`src/rtl/instr_fetch_q_pkg.sv`:
```
// Shared fetch definitions: reset PC default, fetch FSM state encoding and queue entry layout.
package instr_fetch_q_pkg;

  localparam logic [31:0] RESET_PC_DEF = 32'h0000_3000;
  localparam int unsigned ENTRY_W      = 64;

  typedef enum logic [1:0] {
    IDLE = 2'd0,
    WAIT = 2'd1,
    DROP = 2'd2
  } fetch_state_e;

  typedef struct packed {
    logic [31:0] pc;
    logic [31:0] instr;
  } fetch_entry_t;

endpackage

```
`src/rtl/instr_fetch_q_fifo.sv`:
```
// fetch_fifo: synchronous DEPTH x {pc,instr} queue with push/pop/flush, occupancy count and head output.
module fetch_fifo
  import instr_fetch_q_pkg::*;
#(
  parameter int unsigned DEPTH = 4
) (
  input  logic                     clk,
  input  logic                     rst,
  input  logic                     push,
  input  logic                     pop,
  input  logic                     flush,
  input  fetch_entry_t             wdata,
  output fetch_entry_t             head,
  output logic [$clog2(DEPTH):0]   count
);

  localparam int unsigned AW = $clog2(DEPTH);

  fetch_entry_t   mem [DEPTH];
  logic [AW-1:0]  rd_ptr;
  logic [AW-1:0]  wr_ptr;
  logic           do_push;
  logic           do_pop;

  // Pop from empty is ignored; push into a full queue is only taken alongside a pop.
  assign do_pop  = pop && (count != '0);
  assign do_push = push && ((count < (AW+1)'(DEPTH)) || do_pop);
  assign head    = mem[rd_ptr];

  always_ff @(posedge clk) begin
    if (rst || flush) begin
      rd_ptr <= '0;
      wr_ptr <= '0;
      count  <= '0;
    end else begin
      if (do_push) wr_ptr <= wr_ptr + 1'b1;
      if (do_pop)  rd_ptr <= rd_ptr + 1'b1;
      case ({do_push, do_pop})
        2'b10:   count <= count + 1'b1;
        2'b01:   count <= count - 1'b1;
        default: count <= count;
      endcase
    end
  end

  always_ff @(posedge clk) begin
    if (do_push && !rst && !flush) mem[wr_ptr] <= wdata;
  end

endmodule

```
`src/rtl/instr_fetch_q.sv`:
```
// Instruction fetch stage with prefetch queue; one outstanding imem request, redirect flushes.
// Optional FETCH_BYPASS_EN: zero-latency forwarding of a response to decode when the queue is empty.
module instr_fetch_q
  import instr_fetch_q_pkg::*;
#(
  parameter int unsigned DEPTH    = 4,
  parameter logic [31:0] RESET_PC = RESET_PC_DEF
) (
  input  logic        clk,
  input  logic        rst_n,
  input  logic        redirect_i,
  input  logic [31:0] redirect_pc_i,
  output logic        imem_req_o,
  output logic [31:0] imem_addr_o,
  input  logic        imem_gnt_i,
  input  logic        imem_rvalid_i,
  input  logic [31:0] imem_rdata_i,
  output logic        if_valid_o,
  output logic [31:0] if_instr_o,
  output logic [31:0] if_pc_o,
  input  logic        if_ready_i
);

  localparam int unsigned CW = $clog2(DEPTH) + 1;

  fetch_state_e  state, state_n;
  logic [31:0]   fetch_pc, fetch_pc_n;
  logic          req, push, pop, flush;
  logic          q_valid, q_has_room, bypass_hit;
  logic [CW-1:0] count;
  fetch_entry_t  head, wdata;
  logic          unused_bits;

  assign unused_bits = ^redirect_pc_i[1:0];

  // fetch_pc already advanced at grant, so the in-flight word belongs to fetch_pc-4.
  assign wdata      = '{pc: fetch_pc - 32'd4, instr: imem_rdata_i};
  assign q_valid    = (count != '0);
  assign q_has_room = (count < CW'(DEPTH));

`ifdef FETCH_BYPASS_EN
  assign bypass_hit = (state == WAIT) && !q_valid && imem_rvalid_i && !redirect_i;
`else
  assign bypass_hit = 1'b0;
`endif

  always_comb begin
    state_n    = state;
    fetch_pc_n = fetch_pc;
    req        = 1'b0;
    push       = 1'b0;
    flush      = redirect_i;
    pop        = q_valid && if_ready_i && !redirect_i;
    case (state)
      IDLE: begin
        req = q_has_room && !redirect_i && !rst_n;
        if (req && imem_gnt_i) begin
          state_n    = WAIT;
          fetch_pc_n = fetch_pc + 32'd4;
        end
      end
      WAIT: begin
        if (imem_rvalid_i) begin
          state_n = IDLE;
          push    = !redirect_i && !(bypass_hit && if_ready_i);
        end else if (redirect_i) begin
          state_n = DROP;
        end
      end
      DROP: begin
        // A redirect here keeps discarding, but the awaited response still closes the drop.
        if (imem_rvalid_i) state_n = IDLE;
      end
      default: state_n = IDLE;
    endcase
    if (redirect_i) fetch_pc_n = {redirect_pc_i[31:2], 2'b00};
  end

  always_ff @(posedge clk) begin
    if (rst_n) begin
      state    <= IDLE;
      fetch_pc <= RESET_PC;
    end else begin
      state    <= state_n;
      fetch_pc <= fetch_pc_n;
    end
  end

  fetch_fifo #(.DEPTH(DEPTH)) u_fifo (
    .clk   (clk),
    .rst   (rst_n),
    .push  (push),
    .pop   (pop),
    .flush (flush),
    .wdata (wdata),
    .head  (head),
    .count (count)
  );

  assign imem_req_o  = req;
  assign imem_addr_o = fetch_pc;
  assign if_valid_o  = q_valid || bypass_hit;
  assign if_instr_o  = bypass_hit ? imem_rdata_i : (q_valid ? head.instr : '0);
  assign if_pc_o     = bypass_hit ? wdata.pc     : (q_valid ? head.pc    : '0);

endmodule
```
`config.mk`:
```
export PLATFORM = sky130hd
export DESIGN_NAME = instr_fetch_q
export DESIGN_NICKNAME = d
export VERILOG_FILES = /design/src/rtl/instr_fetch_q_pkg.sv /design/src/rtl/instr_fetch_q_fifo.sv /design/src/rtl/instr_fetch_q.sv
export SDC_FILE = /design/constraint.sdc
export NUM_CORES = 1
export LEC_CHECK = 0
export CORE_MARGIN = 2
export CORE_UTILIZATION = 55
export CTS_CLUSTER_SIZE = 10
export DETAILED_ROUTE_END_ITERATION = 8
export PLACE_DENSITY_LB_ADDON = 0.08
export SLEW_MARGIN = 30
export SYNTH_ARGS = -nofsm -noshare
export SYNTH_HDL_FRONTEND = slang
export SYNTH_SLANG_ARGS = --single-unit
```
`constraint.sdc`:
```
create_clock -name clk -period 4 [get_ports clk]
set_clock_uncertainty 0.1 [all_clocks]
set_input_delay 0.4 -clock clk [delete_from_list [all_inputs] [get_ports clk]]
set_output_delay 0.4 -clock clk [all_outputs]
set_load 0.02 [all_outputs]
```
==> PnR_summary.wiki <==
{| class="wikitable"
! Metric !! Value
|-
| Result of the run || finished clean
|-
| Post-synthesis compound-gate area fraction || 3.66%
|-
| Global-route wire length before repair || 41300 um
|-
| Post-Syn Area per Cell || 15.7 um2
|-
| Cell Area, Synth || 12500 um2
|-
| Post-route fraction of the period consumed by the critical path || 84.1%
|-
| Number of primary I/O pins || 168
|-
| Largest family of logic cells by synthesized area || simple AND/OR/NAND/NOR gates
|-
| Number of fill cells || 1563
|-
| DRC violation count after routing || 0
|-
| Number of buffers added on ports || 161
|-
| Clock buffer count from CTS || 35
|-
| Hold/Removal Path Class || input pin to register
|-
| Clock latency on the worst-skew pair || 500 ps
|-
| Post-synth EDFFs || 248
|-
| Max Fanout on Critical Path || 41
|-
| Critical path arrival || 2870 ps
|-
| Resize count post-CTS || 0
|-
| LEAKAGE || 4.91 nW
|-
| DRT Pass-1 Iters || 5
|-
| Post-synth cell types || 62
|-
| Number of global-route vias before repair || 7657
|-
| Number of hold buffers added after CTS || 0
|-
| Number of violations of the max-capacitance limit || 0
|-
| Synth Register Bits || 289
|-
| Tightest slew margin relative to the limit || 48.4%
|-
| Average routed wire per standard cell || 20.7 um
|-
| Aggregate global routing overflow || 0
|-
| Share of synthesized cell area in and, or, nand and nor gates || 12.1%
|-
| Worst slack at placement || 1070 ps
|-
| Fin nets || 1024
|-
| Slowest cell on the critical path || sky130_fd_sc_hd__clkdlybuf4s50_1
|-
| Fraction of synthesis flops using an asynchronous set or reset pin || 0%
|-
| Sink Count || 289
|-
| Routed via count || 7360
|-
| Final number of hold-violating endpoints || 0
|-
| Category of the worst setup path launch point || register
|-
| Worst path max stage delay || 650 ps
|-
| Number of H-tree levels || 2
|-
| Initial antenna violation count || 1
|-
| Sort of element at the end of the critical path || primary output
|-
| Number of pins exceeding their max-slew limit in the final report || 0
|-
| Proportion of synthesized area in mux cells || 11.3%
|-
| Vias/cell || 5.91
|-
| Largest net degree at the start of global routing || 63
|-
| Detailed Place HPWL || 15900 um
|-
| Startpoint-to-endpoint class of the critical path || register to primary output
|-
| Synth Area in XOR/XNOR || 2.80%
|-
| Buffer cell driving the clock tree root || sky130_fd_sc_hd__clkbuf_16
|-
| Starting Density || 55.6%
|-
| Final setup violation count || 0
|-
| Die Ht || 155 um
|-
| Number of buffers added for setup after CTS || 0
|-
| Unrepaired setup endpoints after global routing || no
|-
| Number of rows in the core area || 55
|-
| Crit-path cells || or3_2 > buf_4 > and2_1 > clkdlybuf4s50_1
|-
| Layout overhead on the synthesized area || 22.3%
|-
| Count of yosys warnings during synthesis || 0
|-
| Most frequent standard cell in the layout excluding fill and tap cells || sky130_fd_sc_hd__edfxtp_1
|-
| Die Width || 155 um
|-
| Part of the Yosys area used for sequential elements || 66.1%
|-
| Arithmetic-cell share of the synthesized area counting full adders, half adders and majority gates || 0.860%
|-
| Weighted congestion reported at the end of routability-driven placement || 0.886
|-
| Fraction of layout instances using a drive strength above 1 || 14.9%
|-
| Pwr dens || 419 nW/um2
|-
| Final cell count without fillers || 1246
|-
| CTS tree || built
|-
| First-iteration detailed-routing DRC count || 537
|-
| Top flip-flop cell by instance count after synthesis || sky130_fd_sc_hd__edfxtp_1
|-
| Peak ir drop on the vdd network || 230 uV
|-
| Clock-pin slew reported for the worst setup and hold paths after clock tree synthesis || 50 ps
|-
| Min Clock Period, post-route || 3370 ps
|-
| Critical path required time || 3500 ps
|-
| Final TNS setup || 0 ps
|-
| Top achievable clock speed || 0.297 GHz
|-
| Core area || 22500 um2
|-
| Number of placed instances with taps included || 1194
|-
| Maximum clock insertion buffer count || 3
|-
| Count of nets left with antenna violations after detail routing || 0
|-
| Global routing usage summed across all routing layers || 22.1%
|-
| Full die area || 24000 um2
|-
| PnR worst setup slack || 635 ps
|-
| Most frequent cells in the layout || sky130_fd_sc_hd__edfxtp_1 (248), sky130_fd_sc_hd__clkdlybuf4s50_1 (161), sky130_fd_sc_hd__and2_1 (64)
|-
| Drt total wl || 25800 um
|-
| Transition time of the tightest slew-check pin || 774 ps
|-
| Number of standard cells after synthesis || 797
|}
## area by class of cell
class | instances | area, um2 | share of cell area (%)
Clock buffer | 48 | 925 | 6.04
Tap cell | 285 | 357 | 2.33
Inverter | 18 | 67.6 | 0.442
Timing Repair Buffer | 175 | 1790 | 11.7
Clock inverter | 3 | 20.0 | 0.131
Multi-Input combinational cell | 427 | 3860 | 25.3
Antenna cell | 1 | 2.50 | 0.0164
Sequential cell | 289 | 8270 | 54.1
## worst max-delay path, delay by kind of cell, from the launching register on
family,cells,cell delay (ps)
flip-flops,1,500
AND/OR/NAND/NOR,2,800
buffers and inverters,2,1030
## per-stage QoR
stage          util [%]  total power [mW]  hold slack, ps  area [um2]
6_report           68.0              6.41             368       15300
5_1_grt            68.0              6.63             369       15300
3_3_place_gp       63.8              3.78             388       14400
2_1_floorplan         -              3.62             372       12500
3_5_place_dp       63.8              3.80             417       14400
4_1_cts            68.0              6.47             356       15300
## flip-flops by register name (all words and copies together) (netlist names), named ones only
register       flops
imem_addr_o       30
state              2
u_fifo.count       3
u_fifo.mem       248
u_fifo.rd_ptr      2
u_fifo.wr_ptr      2
## synth_stat cells, types with 3 or more instances
cell type / count / area share [%]
sky130_fd_sc_hd__buf_1: 3 / 0.090
sky130_fd_sc_hd__a21oi_1: 11 / 0.44
sky130_fd_sc_hd__nand3_1: 20 / 0.80
sky130_fd_sc_hd__a32oi_1: 3 / 0.21
sky130_fd_sc_hd__o21ai_0: 10 / 0.40
sky130_fd_sc_hd__and3_1: 6 / 0.30
sky130_fd_sc_hd__nand2_1: 19 / 0.57
sky130_fd_sc_hd__buf_2: 13 / 0.52
sky130_fd_sc_hd__clkbuf_1: 37 / 1.1
sky130_fd_sc_hd__o31ai_1: 10 / 0.60
sky130_fd_sc_hd__buf_4: 6 / 0.36
sky130_fd_sc_hd__inv_1: 17 / 0.51
sky130_fd_sc_hd__nor2_1: 43 / 1.3
sky130_fd_sc_hd__nor3_2: 6 / 0.48
sky130_fd_sc_hd__or4_1: 12 / 0.72
sky130_fd_sc_hd__nor3b_1: 3 / 0.18
sky130_fd_sc_hd__nor2b_1: 4 / 0.20
sky130_fd_sc_hd__nor4_2: 3 / 0.30
sky130_fd_sc_hd__xnor2_1: 11 / 0.77
sky130_fd_sc_hd__dfxtp_1: 41 / 6.6
sky130_fd_sc_hd__ha_1: 7 / 0.70
sky130_fd_sc_hd__edfxtp_1: 248 / 60
sky130_fd_sc_hd__nor3_1: 14 / 0.56
sky130_fd_sc_hd__and2_1: 68 / 3.4
sky130_fd_sc_hd__a211oi_1: 7 / 0.42
sky130_fd_sc_hd__nor4_1: 10 / 0.50
sky130_fd_sc_hd__or3_1: 10 / 0.50
sky130_fd_sc_hd__a311oi_1: 9 / 0.63
sky130_fd_sc_hd__and4_1: 5 / 0.35
sky130_fd_sc_hd__mux4_2: 62 / 11
sky130_fd_sc_hd__buf_6: 3 / 0.27
sky130_fd_sc_hd__nand4_1: 9 / 0.45
sky130_fd_sc_hd__o311a_1: 3 / 0.24
sky130_fd_sc_hd__xor2_1: 29 / 2.0
## path summary, 6_finish.rpt
| path | startpoint | to | slack, ps | cells after the start |
|---|---|---|---|---|
| hold / removal | redirect_pc_i[3] | imem_addr_o[3] | 370 | 3 |
| setup reg to reg | u_fifo.count[2] | u_fifo.count[2] | 1150 | 8 |
| setup / recovery | u_fifo.count[2] | if_pc_o[30] | 630 | 4 |
| hold reg to reg | u_fifo.count[1] | u_fifo.count[1] | 420 | 2 |
## cells by family after synthesis
| family | count (synthesis) |
|---|---|
| buf+inv | 84 |
| fa+ha+maj | 8 |
| mux | 64 |
| other cells | 1 |
| flops | 289 |
| xor+xnor | 40 |
| compound gates | 63 |
| simple gates | 248 |
## power breakdown
part	total, mW	switching [mW]	internal, mW
clock	2.67	1.07	1.59
sequential	3.38	0.0639	3.32
combinational	0.357	0.190	0.167
total	6.41	1.33	5.08
## metal layers
metal | track usage [%] | vias to the layer above | wire length [um]
met5 | 0 | - | 0
met1 | 31.0 | 3671 | 11300
met2 | 35.8 | 273 | 12300
li1 | - | 3374 | -
met3 | 4.09 | 42 | 1620
met4 | 6.22 | 0 | 576
(Power assumes the default switching activity.)
==> variant 1 (same settings) <==
`DEPTH` is set to 4 in 2 places; all go to 16.
--- a/src/rtl/instr_fetch_q_fifo.sv
+++ b/src/rtl/instr_fetch_q_fifo.sv
@@ -2,7 +2,7 @@
 module fetch_fifo
   import instr_fetch_q_pkg::*;
 #(
-  parameter int unsigned DEPTH = 4
+  parameter int unsigned DEPTH = 16
 ) (
   input  logic                     clk,
   input  logic                     rst,
--- a/src/rtl/instr_fetch_q.sv
+++ b/src/rtl/instr_fetch_q.sv
@@ -3,7 +3,7 @@
 module instr_fetch_q
   import instr_fetch_q_pkg::*;
 #(
-  parameter int unsigned DEPTH    = 4,
+  parameter int unsigned DEPTH    = 16,
   parameter logic [31:0] RESET_PC = RESET_PC_DEF
 ) (
   input  logic        clk,
Formal check against the unedited RTL: same outputs for any inputs over 4 cycles, from zero or initial values and one cycle with rst_n high; that may be too few to reach the edited logic, so the function may still have changed.
==> variant 1 against the original RTL <==
- design area rose to 3.1 times the old value
- sequential cell count up 752
- via count rose to 2.7 times the old value
- power rose to 3.4 times the old value
- core utilization down 3.3 points
- wire length rose to 3.4 times the old value
- largest power group unchanged
- worst setup slack worse by 0.44 ns
- synthesized area rose to 3.3 times the old value
- highest routed layer unchanged
- synthesized cell count up 150%
- critical endpoint is now if_instr_o[19]
- combinational power up 55%
==> variant 1: results <==
export IMPL_yosys_warnings=0
export IMPL_firstDrtPassIters=5
export IMPL_final_nets=2307
export IMPL_dr_first_iter_drc_count=1932
export IMPL_reg2reg_slack_ns=0.68
export IMPL_stdcell_area_sq_um=47400
export IMPL_ir_worst_vdd_mv=0.322
export IMPL_holdPathEnd="imem_addr_o[9]$_SDFFE_PP0P_"
export IMPL_fin_cells=3229
export IMPL_critPathMaxFanout=24
export IMPL_cellLeakagePower_nw=14.4
export IMPL_regMostFlops="u_fifo.mem"
export IMPL_fmax_mhz=263
export IMPL_regToRegStartpoint="imem_addr_o[2]$_SDFFE_PP0P_"
export IMPL_timing_rr_end="u_fifo.mem[14][56]$_DFFE_PP_"
export IMPL_crit_arrival_ns=3.30
export IMPL_wl_per_cell_um=27.6
export IMPL_drive_gt1_share_pct=22.3
export IMPL_synth_area_top_cells="edfxtp_1 (73%), mux4_2 (14%), mux2i_1 (3.1%)"
export IMPL_dp_cells=3068
export IMPL_worstHoldStart="redirect_pc_i[9]"
export IMPL_yosysUniqueCellTypes=58
export IMPL_worst_pin_slew_ns=0.936
export IMPL_synth_flop_cell="edfxtp_1"
export IMPL_h_tree_depth=3
export IMPL_worst_setup_path_start_kind="register"
export IMPL_clock_latency_ns=0.66
export IMPL_syn_inst=1978
export IMPL_vias=20100
export IMPL_antenna_found_initial=2
export IMPL_largest_register_ffs=992
export IMPL_post_dp_cell_area_sq_um=44200
export IMPL_synthTopCellsByCount="edfxtp_1 (992), mux4_2 (248), mux2i_1 (127), clkbuf_1 (71), o22ai_1 (66)"
export IMPL_fill_cells=4834
export IMPL_synth_edff_count=992
export IMPL_place_ws_ns=0.500
export IMPL_post_cts_buffers=0
export IMPL_whs_path_depth=3
export IMPL_cts_buffers=115
export IMPL_grt_pass1_vias=21400
export IMPL_grt_max_degree=68
export IMPL_whs_ns=0.192
export IMPL_hpwl_um=47600
export IMPL_root_buffer="clkbuf_16"
export IMPL_r2r_cells=7
export IMPL_grt_first_pass_wirelength_um=135000
export IMPL_crit_end="if_instr_o[19]"
export IMPL_place_gp_congestion=0.830
export IMPL_ys_seq_area_share_pct=75.4
export IMPL_status="finished clean"
export IMPL_gr_usage_all_layers_pct=23.7
[variant 1: cell count changes after synthesis, moves of 12 or more]
cell | unedited run | this run
mux4_2 | 62 | 248
and2_1 | 68 | 1
a21oi_1 | 11 | 23
o22ai_1 | 0 | 66
clkbuf_1 | 37 | 71
buf_1 | 3 | 29
edfxtp_1 | 248 | 992
nand2_1 | 19 | 61
mux2i_1 | 2 | 127
[variant 1: power by group]
part	total [mW]	switching [mW]	internal [mW]	leakage [nW]
clock	8.99	3.79	5.20	1.50
sequential	12.1	0.0544	12.0	9.38
combinational	0.552	0.359	0.193	3.49
total	21.6	4.21	17.4	14.4
[variant 1: metal layers]
| metal | vias up | routed length (um) | GRT usage (%) |
|---|---|---|---|
| met5 | - | 0 | 0 |
| met4 | 0 | 1590 | 6.29 |
| met1 | 10700 | 38100 | 34.1 |
| met3 | 113 | 5470 | 3.69 |
| met2 | 682 | 43900 | 38.5 |
| li1 | 8649 | - | - |
[variant 1: kinds of logic after synthesis]
kind of cell    Yosys count  synth area share, %
fa+ha+maj                11                0.337
simple gates            225                 2.85
buf+inv                 140                 1.49
compound gates          131                 1.99
other cells               1              0.00918
flops                  1041                 75.4
xor+xnor                 53                 1.14
mux                     376                 16.8
[variant 1: worst max-delay path, stage by stage (launching register included)]
cell,delay [ns]
dfxtp_4,0.60
buf_12,0.29
buf_4,0.25
mux4_2,0.53
mux2i_1,0.25
o22ai_1,0.15
clkdlybuf4s50_1,0.56
[variant 1: area by class of cell]
cell class	instances	area share, %
inverters	15	0.119
flip-flops and latches	1041	65.0
multi-input cells	800	20.5
well taps	959	2.53
clock buffers	155	6.44
repair buffers	253	5.36
clock inverters	5	0.0819
diodes	1	0.00528
==> variant 2 (config.mk and constraints unchanged) <==
Without the edit above. Encoding of `fetch_state_e`: now one-hot (3 bits for 3 states).
--- a/src/rtl/instr_fetch_q_pkg.sv
+++ b/src/rtl/instr_fetch_q_pkg.sv
@@ -4,10 +4,10 @@
   localparam logic [31:0] RESET_PC_DEF = 32'h0000_3000;
   localparam int unsigned ENTRY_W      = 64;
 
-  typedef enum logic [1:0] {
-    IDLE = 2'd0,
-    WAIT = 2'd1,
-    DROP = 2'd2
+  typedef enum logic [2:0] {
+    IDLE = 3'b001,
+    WAIT = 3'b010,
+    DROP = 3'b100
   } fetch_state_e;
 
   typedef struct packed {
Formal check against the unedited RTL: same outputs for any inputs over 4 cycles, from zero or initial values and one cycle with rst_n high; so few cycles prove little.
==> variant 2 against the original RTL <==
- power rose by 1.1%
- synthesized area rose by 0.12%
- count of clock-buffer cells in the layout did not move
- sequential share of layout area fell by 0.47 points
- critical path type unchanged
- wire length rose by 5.9%
- sequential cell count rose by 1
- clock power rose by 3%
- worst setup slack got worse by 0.011 ns
- design area rose by 1.1%
- largest power group unchanged
- global-route usage rose by 1.0 points
- sequential power barely moved
- synthesized cell count rose by 2.4%
==> variant 2: results <==
export IMPL_status="finished clean"
export IMPL_crit_arrival_ns=2.88
export IMPL_grt_max_degree=49
export IMPL_cts_resized=0
export IMPL_regToRegStartpoint="imem_addr_o[2]$_SDFFE_PP0P_"
export IMPL_worst_pin_slew_ns=0.849
export IMPL_h_tree_depth=2
export IMPL_grt_first_pass_wirelength_um=43100
export IMPL_gr_usage_all_layers_pct=23.1
export IMPL_synthTopCellsByCount="edfxtp_1 (248), and2_1 (67), mux4_2 (62), clkbuf_1 (49), dfxtp_1 (42)"
export IMPL_port_buffers=161
export IMPL_cellLeakagePower_nw=4.95
export IMPL_path_class="reg -> out"
export IMPL_root_buffer="clkbuf_16"
export IMPL_post_cts_buffers=0
export IMPL_hpwl_um=17700
export IMPL_dr_first_iter_drc_count=447
export IMPL_synthArstFlopShare_pct=0
export IMPL_crit_end="if_instr_o[21]"
export IMPL_crit_slowest_cell="dfxtp_4"
export IMPL_whs_path_depth=3
export IMPL_fin_cells=1272
export IMPL_ys_seq_area_share_pct=66.2
export IMPL_cpPeakStageDelay_ns=0.78
export IMPL_timing_rr_end="u_fifo.mem[1][46]$_DFFE_PP_"
export IMPL_wl_per_cell_um=21.5
export IMPL_yosysUniqueCellTypes=55
export IMPL_regMostFlops="u_fifo.mem"
export IMPL_place_gp_congestion=0.865
export IMPL_place_ws_ns=0.437
export IMPL_fin_ws_ns=0.624
export IMPL_die_w_um=155
export IMPL_grt_pass1_vias=8073
export IMPL_synth_area_top_cells="edfxtp_1 (59%), mux4_2 (11%), dfxtp_1 (6.7%)"
export IMPL_drive_gt1_share_pct=13.7
export IMPL_r2r_cells=6
export IMPL_syn_inst=816
export IMPL_yosys_warnings=0
export IMPL_clk_pin_slew_ns=0.06
export IMPL_ir_worst_vdd_mv=0.254
export IMPL_cts_buffers=35
export IMPL_diodes=0
export IMPL_critPathMaxFanout=32
export IMPL_antenna_found_initial=0
export IMPL_post_dp_cell_area_sq_um=14500
export IMPL_viasPerCell=6.04
export IMPL_dp_cells=1222
export IMPL_largest_register_ffs=248
export IMPL_path_delay_family="buffers and inverters"
export IMPL_final_nets=1052
export IMPL_firstDrtPassIters=5
==> variant 2: cells by family after synthesis <==
group	synth area share, %
flip-flops	66.2
other	0.0299
buffers and inverters	2.76
AO/OA/AOI/OAI	4.25
multiplexers	11.3
XOR/XNOR	2.59
adder cells (fa/ha/maj)	0.859
AND/OR/NAND/NOR	12.1
==> variant 2: final cells by class <==
type | instances | area, sq um
Timing Repair Buffer | 183 | 1860
Tap cell | 285 | 357
Inverter | 17 | 63.8
Clock buffer | 48 | 967
Clock inverter | 2 | 11.3
Fill cell | 1531 | 7030
Sequential cell | 290 | 8290
Multi-Input combinational cell | 447 | 3920
==> variant 2: routing by layer <==
layer	wire length (um)	track usage, %	up-vias
met5	0	0	-
met4	586	6.97	0
met3	1590	3.70	48
met2	13900	39.7	269
met1	11300	30.6	3855
li1	-	-	3511
==> variant 2: how the worst min path moves through the flow <==
stage | endpoint | slack (ns) | start
detailed placement | u_fifo.count[1]$_SDFFE_PP0P_ | 0.41 | u_fifo.count[1]$_SDFFE_PP0P_
global route | imem_addr_o[17]$_SDFFE_PP0P_ | 0.38 | redirect_pc_i[17]
global placement | u_fifo.count[1]$_SDFFE_PP0P_ | 0.39 | u_fifo.count[1]$_SDFFE_PP0P_
finish | imem_addr_o[17]$_SDFFE_PP0P_ | 0.38 | redirect_pc_i[17]
floorplan | u_fifo.count[1]$_SDFFE_PP0P_ | 0.37 | u_fifo.count[1]$_SDFFE_PP0P_
CTS | imem_addr_o[17]$_SDFFE_PP0P_ | 0.37 | redirect_pc_i[17]
==> variant 2: where the power goes <==
| group | switching (mW) | leakage (nW) | internal, mW |
|---|---|---|---|
| combinational | 0.190 | 1.90 | 0.159 |
| sequential | 0.0620 | 2.58 | 3.32 |
| clock | 1.08 | 0.471 | 1.66 |
